==> src/rtl/pipe_ctrl_pkg.sv <==
// pipe_ctrl_pkg: shared pipeline-control encodings for the 5-stage core.
package pipe_ctrl_pkg;
  localparam logic [1:0] PCTRL_RUN       = 2'd0;
  localparam logic [1:0] PCTRL_MC_WAIT   = 2'd1;
  localparam logic [1:0] PCTRL_JUMP_PEND = 2'd2;
  localparam logic [31:0] INST_NOP       = 32'h0000_0013;
endpackage

==> src/rtl/pipe_ctrl_hazard_det.sv <==
// pipe_hazard_det: combinational load-use hazard compare between EX and ID.
module pipe_hazard_det (
  input  logic [4:0] id_rs1_addr_i,
  input  logic [4:0] id_rs2_addr_i,
  input  logic [4:0] ex_rd_addr_i,
  input  logic       ex_reg_wen_i,
  input  logic       ex_is_load_i,
  output logic       load_use_o
);
  assign load_use_o = ex_is_load_i & ex_reg_wen_i & (ex_rd_addr_i != 5'd0) &
                      ((ex_rd_addr_i == id_rs1_addr_i) | (ex_rd_addr_i == id_rs2_addr_i));
endmodule

==> src/rtl/pipe_ctrl.sv <==
// pipe_ctrl: pipeline sequencer for stalls, flushes and redirects.
// Optional PIPE_CTRL_PERF_EN adds stall/flush event counters.
module pipe_ctrl
  import pipe_ctrl_pkg::*;
#(
  parameter int          MC_TIMEOUT = 64,
  parameter logic [31:0] RST_PC     = 32'h0
) (
  input  logic        clk,
  input  logic        rst,
  input  logic        jump_en_i,
  input  logic [31:0] jump_addr_i,
  input  logic [4:0]  id_rs1_addr_i,
  input  logic [4:0]  id_rs2_addr_i,
  input  logic [4:0]  ex_rd_addr_i,
  input  logic        ex_reg_wen_i,
  input  logic        ex_is_load_i,
  input  logic        mc_start_i,
  input  logic        mc_done_i,
  input  logic        bus_stall_i,
  output logic        hold_pc_o,
  output logic        keep_if_id_o,
  output logic        keep_id_ex_o,
  output logic        flush_if_id_o,
  output logic        flush_id_ex_o,
  output logic        jump_en_o,
  output logic [31:0] jump_addr_o,
  output logic        timeout_o,
`ifdef PIPE_CTRL_PERF_EN
  output logic [31:0] stall_cnt_o,
  output logic [31:0] flush_cnt_o,
`endif
  output logic [1:0]  state_o
);
  localparam int CW = $clog2(MC_TIMEOUT + 1);
  logic [1:0]    state, state_nx;
  logic [CW-1:0] mc_cnt;
  logic [31:0]   pend_addr, jaddr;
  logic          load_use, hold, keep_ii, keep_ie, fl_ii, fl_ie, jmp, tmo;
  pipe_hazard_det u_haz (
    .id_rs1_addr_i(id_rs1_addr_i),
    .id_rs2_addr_i(id_rs2_addr_i),
    .ex_rd_addr_i (ex_rd_addr_i),
    .ex_reg_wen_i (ex_reg_wen_i),
    .ex_is_load_i (ex_is_load_i),
    .load_use_o   (load_use)
  );
  always_comb begin
    hold = 1'b0;
    keep_ii = 1'b0;
    keep_ie = 1'b0;
    fl_ii = 1'b0;
    fl_ie = 1'b0;
    jmp = 1'b0;
    tmo = 1'b0;
    jaddr = RST_PC;
    state_nx = state;
    if (state == PCTRL_RUN) begin
      if (bus_stall_i) begin
        {hold, keep_ii, keep_ie} = 3'b111;
        state_nx = jump_en_i ? PCTRL_JUMP_PEND : PCTRL_RUN;
      end else if (jump_en_i) begin
        {jmp, fl_ii, fl_ie} = 3'b111;
        jaddr = jump_addr_i;
      end else if (mc_start_i) begin
        state_nx = mc_done_i ? PCTRL_RUN : PCTRL_MC_WAIT;
      end else if (load_use) begin
        {hold, keep_ii, fl_ie} = 3'b111;
      end
    end else if (state == PCTRL_MC_WAIT) begin
      if (mc_done_i) begin
        state_nx = PCTRL_RUN;
      end else if (mc_cnt == CW'(MC_TIMEOUT - 1)) begin
        // ID/EX is flushed instead of kept so the stuck op drains as a NOP
        {tmo, hold, keep_ii, fl_ie} = 4'b1111;
        state_nx = PCTRL_RUN;
      end else begin
        {hold, keep_ii, keep_ie} = 3'b111;
      end
    end else if (state == PCTRL_JUMP_PEND) begin
      jaddr = pend_addr;
      if (bus_stall_i) begin
        {hold, keep_ii, keep_ie} = 3'b111;
      end else begin
        {jmp, fl_ii, fl_ie} = 3'b111;
        state_nx = PCTRL_RUN;
      end
    end else begin
      state_nx = PCTRL_RUN;
    end
  end
  always_ff @(posedge clk or negedge rst) begin
    if (!rst) begin
      state <= PCTRL_RUN;
      mc_cnt <= '0;
      pend_addr <= RST_PC;
    end else begin
      state <= state_nx;
      mc_cnt <= (state == PCTRL_MC_WAIT) ? mc_cnt + 1'b1 : '0;
      if (state == PCTRL_RUN && bus_stall_i && jump_en_i) pend_addr <= jump_addr_i;
    end
  end
  assign hold_pc_o     = rst & hold;
  assign keep_if_id_o  = rst & keep_ii;
  assign keep_id_ex_o  = rst & keep_ie;
  assign flush_if_id_o = rst & fl_ii;
  assign flush_id_ex_o = rst & fl_ie;
  assign jump_en_o     = rst & jmp;
  assign timeout_o     = rst & tmo;
  assign jump_addr_o   = rst ? jaddr : RST_PC;
  assign state_o       = state;
`ifdef PIPE_CTRL_PERF_EN
  always_ff @(posedge clk or negedge rst) begin
    if (!rst) begin
      stall_cnt_o <= '0;
      flush_cnt_o <= '0;
    end else begin
      stall_cnt_o <= stall_cnt_o + 32'(hold_pc_o);
      flush_cnt_o <= flush_cnt_o + 32'(flush_id_ex_o);
    end
  end
`endif
endmodule

==> config.mk <==
export PLATFORM = sky130hd
export DESIGN_NAME = pipe_ctrl
export DESIGN_NICKNAME = d
export VERILOG_FILES = /design/src/rtl/pipe_ctrl_pkg.sv /design/src/rtl/pipe_ctrl_hazard_det.sv /design/src/rtl/pipe_ctrl.sv
export SDC_FILE = /design/constraint.sdc
export NUM_CORES = 1
export LEC_CHECK = 0
export CORE_AREA = 8 8 88 90
export CTS_CLUSTER_DIAMETER = 60
export DETAILED_ROUTE_END_ITERATION = 8
export DIE_AREA = 0 0 96 98
export PLACE_DENSITY = 0.8
export SYNTH_ARGS = -nofsm -noshare
export SYNTH_HDL_FRONTEND = slang
export SYNTH_SLANG_ARGS = --single-unit
==> constraint.sdc <==
create_clock -name clk -period 1.7 [get_ports clk]
set_clock_uncertainty 0.1 [all_clocks]
set_input_delay 0.255 -clock clk [delete_from_list [all_inputs] [get_ports clk]]
set_output_delay 0.255 -clock clk [all_outputs]
set_load 0.05 [all_outputs]
==> Word-level counts from Yosys, hierarchy flattened <==
Cells that the tools add are included.
{ "totals": {"ff_bits": 41, "word_cells": 72, "inputBits": 55, "output_inout_bits": 41} }
{ "op_classes": {"muxes": 45, "eq_ne": 9, "n_bitwise": 9, "add_sub_neg": 1, "n_reduce_logical": 5} }
{ "ops": {"columns": ["operator", "n"], "rows": [
  ["two-way mux 32 bit", 6],
  ["two-way mux 1 bit", 28],
  ["two-way mux 2 bit", 10],
  ["equality test 5 bit", 2],
  ["bitwise AND 1 bit", 8],
  ["adder 7 x 1 -> 7 bit, second input constant", 1],
  ["equality test 7 x 6 -> 1 bit, second input constant", 1],
  ["two-way mux 7 bit", 1],
  ["inequality test 3 bit, second input constant", 2],
  ["nonzero test 5 bit", 1],
  ["inequality test 4 x 3 -> 1 bit, second input constant", 1],
  ["inequality test 4 bit, second input constant", 1],
  ["AND reduction 4 bit", 1],
  ["equality test 2 x 1 -> 1 bit, second input constant", 1],
  ["equality test 2 bit, second input constant", 1],
  ["logical AND 1 bit", 2],
  ["logical NOT 2 bit", 1],
  ["bitwise OR 1 bit", 1]
]} }

==> Logic depth before layout (Yosys ltp) <==
Gate-level depths: netlist of the first run.
{ "logic_depth": {"ltp_word": 9, "depth_mapped": 7, "ltp_nobuf": 5} }

==> Cells and area by module <==
From an unflattened synthesis of the first run, not the netlist that was laid out.
{ "hier_totals": {"hier_cells": 183, "hier_area_um2": 2187.1} }
{ "modules_own_cells": {"columns": ["module", "instances", "area_per_inst_um2", "seq_area_each_um2", "cells_each"], "rows": [
  ["pipe_ctrl", 1, 2054.5, 1026.0, 166],
  ["pipe_hazard_det", 1, 132.6, 0.0, 17]
]} }

==> Worst setup path before layout of the first run <==
No wires, ideal clock.
{ "synth_timing": {"kind": "register to output", "from": "register state[1], in the netlist state_o[1]", "to": "output port keep_if_id_o", "slack_ps": -1062, "n_path_buf": 2, "required_time_ps": 1345, "arrival_ps": 2407, "path_stages_with_launch": 7, "path_cell_list": "dfrtp_1 -> nand2b_1 -> buf_2 -> o22ai_1 -> nand3_1 -> o22ai_1 -> buf_4"} }
{ "synth_via": {"elab_chain_cells": 5, "word_cells_on_any_way": 7, "cone_classes": "eq/ne (2); mux (3); bitwise (1); reduce/logical (1)"} }
{ "synth_lines": {"columns": ["item", "line", "text"], "rows": [
  ["start: declaration", "pipe_ctrl.sv:36", "logic [1:0] state, state_nx;"],
  ["start signal: assignment", "pipe_ctrl.sv:98", "state <= state_nx;"],
  ["equality test 2 bit", "pipe_ctrl.sv:80", "end else if (state == PCTRL_JUMP_PEND) begin"],
  ["two-way mux 1 bit (2 in series)", null, null],
  ["two-way mux 1 bit *", null, null],
  ["bitwise AND 1 bit *", null, null],
  ["end: declaration", "pipe_ctrl.sv:22", "output logic keep_if_id_o,"]
]} }
Every way passes the cells marked *; elsewhere a longest branch is shown, timed or not.

==> Worst setup path after layout of the first run <==
{ "layout_timing": {"from": "register state[0], in the netlist state_o[0]", "to": "output port jump_addr_o[0]"} }
{ "layout_via": {"elab_chain_cells": 5, "word_cells_on_any_way": 7, "cone_classes": "eq/ne (2); mux (4); reduce/logical (1)"} }
{ "layout_lines": {"columns": ["item", "line", "text"], "rows": [
  ["equality test 2 bit", "pipe_ctrl.sv:80", null],
  ["two-way mux 32 bit", "pipe_ctrl.sv:80", null],
  ["two-way mux 32 bit", "pipe_ctrl.sv:70", "end else if (state == PCTRL_MC_WAIT) begin"],
  ["two-way mux 32 bit *", "pipe_ctrl.sv:58", "if (state == PCTRL_RUN) begin"],
  ["two-way mux 32 bit *", "pipe_ctrl.sv:110", "assign jump_addr_o = rst ? jaddr : RST_PC;"],
  ["end: declaration", "pipe_ctrl.sv:27", "output logic [31:0] jump_addr_o,"]
]} }
Marks and branches as above.

==> results.yml, run 1 <==
status:
  status: "complete, but fails checks"
  violations: "setup timing"
drt:
  wl_mm: 8.42
  ant_nets: 0
  first_iter_violations: 85
  routedWlPerCell_um: 19.6
  drc: 0
  vias: 2259
  drtPass1Iterations: 6
  drt-vias-per-instance: 5.27
worst_setup_path:
  path_cells: "nor3_4 > and2_4 > buf_12 > a22oi_1 > nor2_2 > buf_12"
  worst_path_most_repeated_cell: "buf_12"
  ff2ff_setup_slack_ns: -0.20
  path_class: "flop to primary output"
  crit_fanout: 15
  worst_ep_arrival_time_ns: 1.78
  start_kind: "flop"
  critical_path.slowest_cell: "dfrtp_2"
  crit_path_max_incr_delay_ns: 0.43
  crit_required_ns: 1.34
  cp-end-kind: "primary output"
grt:
  grt_max_degree: 22
  grt_pass1_wl_mm: 13.1
  grt_util_all_layers_pct: 17.5
  grt_util_met1_pct: 20.6
  met3_usage_pct: 3.45
  grt_pass1_vias: 2483
  grt_use_met2_pct: 30.6
  overflow: 0
  antenna_found_initial: 0
  busiest_layer: "met2"
min_path:
  hold_class: "primary input to asynchronous set/reset pin"
clocking:
  cts_root_buf: "clkbuf_8"
  clk_pin_slew_ns: 0.08
  cts.sink_count: 41
  max-clock-path-buffers: 2
  cts_tree: "done"
  numCtsBuffers: 5
  clock_latency_ns: 0.29
  cts_max_level: 2
logic_synthesis:
  ys_ff_latch: 41
  syn_inst: 223
  synth_fp_nets: 279
  yosys-top-cells-area: "dfrtp_1, mux2_4, a22oi_1"
  yosysSeqAreaShare_pct: 41.2
  synthSimpleGateAreaFrac_pct: 12.8
  synthMuxAreaShare_pct: 18.8
  synthAdderAreaFrac_pct: 0.502
  synth_compound_area_share_pct: 13.4
  yosysWarnings: 0
  syn-mean-instance-area_um2: 11.2
  yosys.area.top_type_share_pct: 41.2
  synth_xor_area_share_pct: 4.57
  netlist-cell-type-count: 36
  yosys.area.top_type: "dfrtp_1"
  synth_top_family_by_area: "multiplexers"
  synthesis.area_mm2: 0.00249
sta:
  setup_viol: 71
  worst_pin_slew_ns: 0.294
  rsz0062_at_grt: "yes"
  final.setup.tns_ns: -19.27
  fin_crit_sh_pct: 125
  fin_crit_ns: 2.13
  relSlewSlack_pct: 80.4
  fmax_mhz: 469
  slew_violations: 0
  hold_viol_final: 0
  timing.final.ws_setup_ns: -0.433
layout:
  final_cell_mix: "clkdlybuf4s50_1, buf_12, dfrtp_1"
  num_antenna_cells: 0
  drive_gt1_share_pct: 59.0
  area_growth_pct: 95.1
  nets: 404
  final_cells: 429
  nFillCells: 386
  final_common_cell: "clkdlybuf4s50_1"
  fin_util_pct: 74.9
placed_design:
  io_buffers: 95
  hpwl_mm: 5.71
  dp_cells: 406
  place.gp.congestion: 0.833
die:
  die_area_mm2: 0.00941
  die_y_um: 98
  ios: 96
  core-area_mm2: 0.00649
  rows: 30
  start_util_pct: 38.4
  die_w_um: 96
pwr:
  ir_worst_vdd_mv: 0.558
  cellPowerDensity_mw_per_mm2: 819
  power.total_mw: 3.98
  leakage_nw: 1.96
flow_run:
  maxCapViolations: 0
through the flow:
step	cell area, um^2	setup WS (ns)	hold WS, ns
finish	4860	-0.433	0.401
global route	4860	-0.512	0.415
CTS	4680	-0.384	0.370
detailed placement	4370	-0.434	0.131
global placement	4370	-0.398	0.127
floorplan	2870	-0.472	-0.141
synth_stat cells (all sizes together):
library cell / n
clkbuf: 4
dfrtp: 41
o22ai: 2
a21o: 1
mux2: 32
or3: 2
ha: 1
nor3: 5
o21ba: 1
inv: 1
a22oi: 33
a211oi: 1
o21ai: 3
nand2b: 1
and2: 1
and3b: 1
xor2: 12
xnor2: 1
nand3: 6
nand2: 4
buf: 14
o221ai: 1
clkinv: 1
nor2: 44
a21oi: 4
and3: 1
nor2b: 3
nand3b: 1
and2b: 1
registers in the layout, indices dropped and copies added (netlist names):
| name | cells |
|---|---|
| mc_cnt | 7 |
| pend_addr | 32 |
| state_o | 2 |
path summary, 6_finish.rpt:
| path | startpoint | cells past startpoint | endpoint |
|---|---|---|---|
| setup / recovery | state_o[0] | 6 | jump_addr_o[0] |
| hold / removal | rst | 3 | state_o[1] |
| hold reg to reg | pend_addr[23] | 1 | pend_addr[23] |
| setup reg to reg | state_o[0] | 8 | pend_addr[6] |
| min in group clk | pend_addr[23] | 1 | pend_addr[23] |
| max in group asynchronous | rst | 4 | pend_addr[31] |
report_power, final:
group          internal, mW  switching (mW)
clock                 0.479           0.341
combinational         0.995           0.856
sequential             1.17           0.140
final cells by class:
| cell class | instances | area [um^2] | area share [%] |
|---|---|---|---|
| clock buffer | 7 | 86.3 | 1.78 |
| timing repair buffer | 136 | 1840 | 37.8 |
| clock inverter | 1 | 30.0 | 0.617 |
| tap | 80 | 100 | 2.06 |
| multi-input combinational | 162 | 1770 | 36.4 |
| inverter | 2 | 8.76 | 0.180 |
| sequential | 41 | 1030 | 21.1 |
kinds of logic (layout without fill, tap and decap cells):
family,count (synthesis),count (layout)
xor+xnor,13,13
compound gates,46,46
fa+ha+maj,1,1
buf+inv,20,146
flops,41,41
simple gates,70,70
mux,32,32
metal layers:
metal | vias to the layer above | part of all wire [%] | routed length [um]
met5 | - | 0 | 0
li1 | 1038 | - | -
met3 | 20 | 5.1 | 427
met2 | 80 | 53 | 4480
met4 | 0 | 2.6 | 218
met1 | 1121 | 39 | 3300
critical path: cells and delay by family (launching register included):
family                 cells  cell delay [ns]
buffers and inverters      2             0.32
AOI/OAI and AO/OA          1             0.12
and+or+nand+nor            3             0.61
DFF                        1             0.43
what timing repair did:
action / CTS / global route
endpoints found under the setup margin: 70 / 67
hold endpoints to repair: 27 / 0
gates resized for setup: 20 / 24
setup buffers: 4 / 6
hold buffers: 1 / 0
gates cloned: 3 / 1
pin swaps: 7 / 11
No activity file was read; power rests on OpenSTA's default activity.
==> run 2: changes to the inputs <==
- CORE_AREA: 8 8 88 90 -> 2 2 82 84
- DIE_AREA: 0 0 96 98 -> 0 0 84 86
==> run 2 against run 1 <==
  * The run still ends with setup timing left
  * Global-route usage is 4.4 points higher
  * Clock-buffer cell count shrank 1
  * Clock power fell by 0.6%
  * Register-to-register slack better by 0.07 ns
  * Flip-flop and latch count is the same
  * Wire length is 8.5% lower
  * Power down 1.4%
  * Highest routed layer unchanged
==> results.yml, run 2 (synthesized netlist as in run 1, its figures left out) <==
sta:
  hold_viol_final: 0
  rsz0062_at_grt: "yes"
  timing.final.ws_setup_ns: -0.377
  hold_slack_ns: 0.131
  setup_viol: 71
  worst_pin_slew_ns: 0.310
  final.setup.tns_ns: -16.69
  fin_crit_ns: 2.08
  slew_violations: 0
  fin_crit_sh_pct: 122
  fmax_mhz: 482
  relSlewSlack_pct: 79.4
layout:
  final_common_cell: "buf_12"
  final_cell_mix: "buf_12, clkdlybuf4s50_1, dfrtp_1"
  largest-register: "pend_addr"
  nets: 396
  regArea_mm2: 0.00103
  final_cells: 418
  nFillCells: 374
  num_antenna_cells: 0
  drive_gt1_share_pct: 56.9
  area_growth_pct: 90.1
  multi_input_area_mm2: 0.00173
  largest_reg_flops: 32
clocking:
  max-clock-path-buffers: 2
  numCtsBuffers: 5
  clock_latency_ns: 0.29
  cts.sink_count: 41
  cts_tree: "done"
  cts_root_buf: "clkbuf_8"
  clk_pin_slew_ns: 0.08
  cts_max_level: 2
grt:
  antenna_found_initial: 0
  grt_util_all_layers_pct: 21.9
  grt_pass1_vias: 2370
  grt_pass1_wl_mm: 12.4
  grt_max_degree: 34
  overflow: 0
worst_setup_path:
  path_class: "flop to primary output"
  cp-end-kind: "primary output"
  crit_path_max_incr_delay_ns: 0.42
  reg2reg_depth: 6
  worst_path_most_repeated_cell: "buf_12"
  start_kind: "flop"
  crit_buf_inv: 3
  critical_path.slowest_cell: "dfrtp_2"
  worst_ep_arrival_time_ns: 1.72
  reg2reg_to: "pend_addr[17]"
  ff2ff_setup_slack_ns: -0.13
  crit_fanout: 33
  critical-path-top-delay-family: "buffers and inverters"
  crit-reg2reg-launch: "state_o[0]"
  crit_required_ns: 1.34
  path_cells: "buf_4 > nor2b_4 > buf_12 > a22oi_1 > nor2_4 > buf_12"
drt:
  routedWlPerCell_um: 18.4
  first_iter_violations: 85
  ant_nets: 0
  wl_mm: 7.71
  drtPass1Iterations: 4
  drc: 0
  drt-vias-per-instance: 5.23
  vias: 2188
pwr:
  ir_worst_vdd_mv: 0.573
  power.total_mw: 3.93
  leakage_nw: 1.89
  clockPowerShare_pct: 20.8
  seqPwrFrac_pct: 33.5
  cellPowerDensity_mw_per_mm2: 829
  cellInternalPower_mw: 2.61
  pwr-share-comb_pct: 45.8
  switching_share_pct: 33.6
  p_switching_mw: 1.32
status:
  violations: "setup timing"
  status: "complete, but fails checks"
placed_design:
  dp_cells: 403
  hpwl_mm: 5.42
  place.gp.congestion: 0.881
  pre_cts_slack_ns: -0.494
  io_buffers: 95
die:
  core-area_mm2: 0.00628
  die_area_mm2: 0.00722
  rows: 29
  die_w_um: 84
  start_util_pct: 39.7
  ios: 96
  die_y_um: 86
flow_run:
  maxCapViolations: 0
min_path:
  hold_class: "primary input to asynchronous set/reset pin"
## run 2: changes by cell type in the layout (fill, tap and decap cells not counted), moves of 3 or more
cell            change
buf_6               -5
buf_12              +4
buf_4               -5
dlymetal6s2s_1      -3
## run 2: repair_timing
action                     4_1_cts  5_1_grt
hold buffers                     1        0
setup endpoints to repair       71       71
gates resized for setup         23       10
cloned                           2        0
pin swaps                       16        3
setup buffers                    4        0
hold endpoints to repair        41        0
## run 2: cell type report
cell class                 count  area share, %
tap                           77           2.03
clock inverter                 2          0.792
sequential                    41           21.7
clock buffer                   6           1.74
timing repair buffer         128           37.1
inverter                       2          0.185
multi-input combinational    162           36.5
## run 2: power groups by stage
stage,logic (mW),registers [mW],clock network [mW]
global placement,1.70,1.31,0
finish,1.80,1.31,0.815
CTS,1.80,1.31,0.836
detailed placement,1.73,1.33,0
floorplan,1.06,1.31,0
global route,1.88,1.34,0.877
## run 2: through the flow
step / utilization, % / area (um^2)
6_report: 75.5 / 4740
5_1_grt: 75.5 / 4740
4_1_cts: 74.7 / 4690
3_5_place_dp: 69.9 / 4390
3_3_place_gp: 69.9 / 4390
2_1_floorplan: - / 2870
## run 2: worst max path at each step
stage | startpoint | endpoint | slack [ns] | cells past startpoint
after global routing | state_o[0] | jump_addr_o[23] | -0.47 | 6
final | state_o[0] | jump_addr_o[23] | -0.38 | 6
after global placement | bus_stall_i | hold_pc_o | -0.39 | 6
after detailed placement | ex_rd_addr_i[1] | flush_id_ex_o | -0.49 | 7
after CTS | state_o[0] | jump_addr_o[31] | -0.37 | 6
after floorplan | state_o[0] | jump_en_o | -0.47 | 7
## run 2: metal layers
layer	track usage, %	up-vias	wire length, um
li1	-	1025	-
met1	25.0	1094	2950
met2	42.9	57	4360
met3	3.18	12	283
met4	5.28	0	112
met5	0	-	0
## run 2: worst reg2reg max path, stage by stage (launching register included)
cell and delay, ns:
dfrtp_2 0.42, buf_4 0.18, nor2b_2 0.13, and3b_2 0.29, buf_6 0.14, buf_8 0.13, mux2_1 0.32
==> run 3: changes to the inputs <==
- CELL_PAD_IN_SITES_DETAIL_PLACEMENT: not set -> 0
- CELL_PAD_IN_SITES_GLOBAL_PLACEMENT: not set -> 1
- CORE_AREA: 2 2 82 84 -> 4 4 97 99
- DIE_AREA: 0 0 84 86 -> 0 0 101 103
- PLACE_DENSITY: 0.8 -> 0.78
==> run 3 against run 2 <==
  * The run still ends with setup timing left
  * Cell count is 9.3% higher
  * Worst setup slack better by 0.031 ns
  * Hold slack worse by 0.098 ns
  * Clock power is 0.7% lower
  * Global-route usage is 8.0 points lower
  * Fmax is 1.5% higher
  * Sequential power hardly changed
  * Die area is 44% higher
  * Via count is 1.6% lower
  * Register-to-register slack better by 0.06 ns
  * Utilization is 18 points lower
  * Sequential share of layout area is 0.66 points lower
  * Highest routed layer unchanged
==> results.yml, run 3 (synthesized netlist as in run 1, its figures left out) <==
worst_setup_path:
  worst_ep_arrival_time_ns: 1.69
  crit_required_ns: 1.34
  path_class: "flop to primary output"
  start_kind: "flop"
  cp-end-kind: "primary output"
  crit_fanout: 10
layout:
  final_cell_mix: "buf_12, clkdlybuf4s50_1, dfrtp_1"
  area_growth_pct: 96.0
  drive_gt1_share_pct: 58.5
  multi_input_area_mm2: 0.00175
  final_cells: 457
  final_common_cell: "buf_12"
  largest-register: "pend_addr"
  regArea_mm2: 0.00103
  fin_util_pct: 57.1
  largest_reg_flops: 32
  nFillCells: 722
  nets: 404
  num_antenna_cells: 0
grt:
  grt_util_all_layers_pct: 13.9
  grt_max_degree: 26
  grt_pass1_wl_mm: 11.4
  antenna_found_initial: 0
  grt_pass1_vias: 2299
  overflow: 0
drt:
  drc: 0
  drtPass1Iterations: 4
  vias: 2153
  wl_mm: 7.40
  routedWlPerCell_um: 16.2
  ant_nets: 0
  first_iter_violations: 20
  drt-vias-per-instance: 4.71
sta:
  hold_viol_final: 0
  rsz0062_at_grt: "yes"
  timing.final.ws_setup_ns: -0.345
  fin_crit_sh_pct: 120
  relSlewSlack_pct: 79.5
  worst_pin_slew_ns: 0.308
  fin_crit_ns: 2.05
  setup_viol: 71
  slew_violations: 0
  fmax_mhz: 489
  final.setup.tns_ns: -14.25
placed_design:
  dp_cells: 441
  place.gp.congestion: 0.789
  pre_cts_slack_ns: -0.487
  hpwl_mm: 5.43
  io_buffers: 95
die:
  ios: 96
  die_y_um: 103
  die_area_mm2: 0.0104
  start_util_pct: 29.1
  rows: 34
  core-area_mm2: 0.00855
  die_w_um: 101
clocking:
  max-clock-path-buffers: 2
  clock_latency_ns: 0.29
  numCtsBuffers: 5
  clk_pin_slew_ns: 0.08
  cts_tree: "done"
  cts_root_buf: "clkbuf_8"
  cts_max_level: 2
  cts.sink_count: 41
flow_run:
  maxCapViolations: 0
status:
  status: "complete, but fails checks"
  violations: "setup timing"
pwr:
  leakage_nw: 1.94
  ir_worst_vdd_mv: 0.357
  power.total_mw: 3.93
  cellPowerDensity_mw_per_mm2: 805
min_path:
  hold_class: "primary input to asynchronous set/reset pin"
==> run 3: report_power, final <==
group | switching (mW) | total, mW | internal, mW
registers | 0.135 | 1.31 | 1.17
clock network | 0.330 | 0.809 | 0.479
logic | 0.836 | 1.82 | 0.981
total | 1.30 | 3.93 | 2.63
==> run 3: worst paths after layout <==
kind,endpoint,from,cells past startpoint,slack [ns]
max,jump_addr_o[26],state_o[0],6,-0.35
min,mc_cnt[4],rst,2,0.03
max reg2reg,pend_addr[6],state_o[0],6,-0.07
min reg2reg,pend_addr[31],pend_addr[31],1,0.42
max in group asynchronous,pend_addr[13],rst,3,0.78
min in group clk,pend_addr[31],pend_addr[31],1,0.42
==> run 3: critical path, stage by stage (launching register included) <==
cell and delay (ns):
dfrtp_2 0.44, nor3_4 0.19, and2_4 0.22, clkbuf_16 0.18, a22oi_1 0.12, nor2_4 0.12
buf_12 0.14
==> run 3: final cells by class <==
type / instances / share of cell area (%)
clock buffer: 7 / 1.77
inverter: 2 / 0.179
tap: 108 / 2.77
timing repair buffer: 136 / 37.8
multi-input combinational: 162 / 35.9
sequential: 41 / 21.0
clock inverter: 1 / 0.615
==> run 3: timing repair <==
item,4_1_cts,5_1_grt
pin swaps,13,10
buffers inserted,5,0
hold buffers,1,0
gates cloned,2,1
hold endpoints to repair,17,0
gates resized for setup,26,16
setup endpoints to repair,71,71
==> run 3: per-stage QoR <==
step	instance area (um^2)	hold WS (ns)
floorplan	2870	-0.141
global placement	4480	0.282
detailed placement	4480	0.289
CTS	4790	0.0398
global route	4890	0.0723
finish	4890	0.0329
==> run 3: layer usage <==
layer  vias to the layer above  part of all wire, %  track usage (%)
met5                         -                    0                0
met4                         0                 0.93             3.99
met3                         8                  6.9             3.32
met2                        72                   50             24.6
met1                      1035                   42             17.0
li1                       1038                    -                -
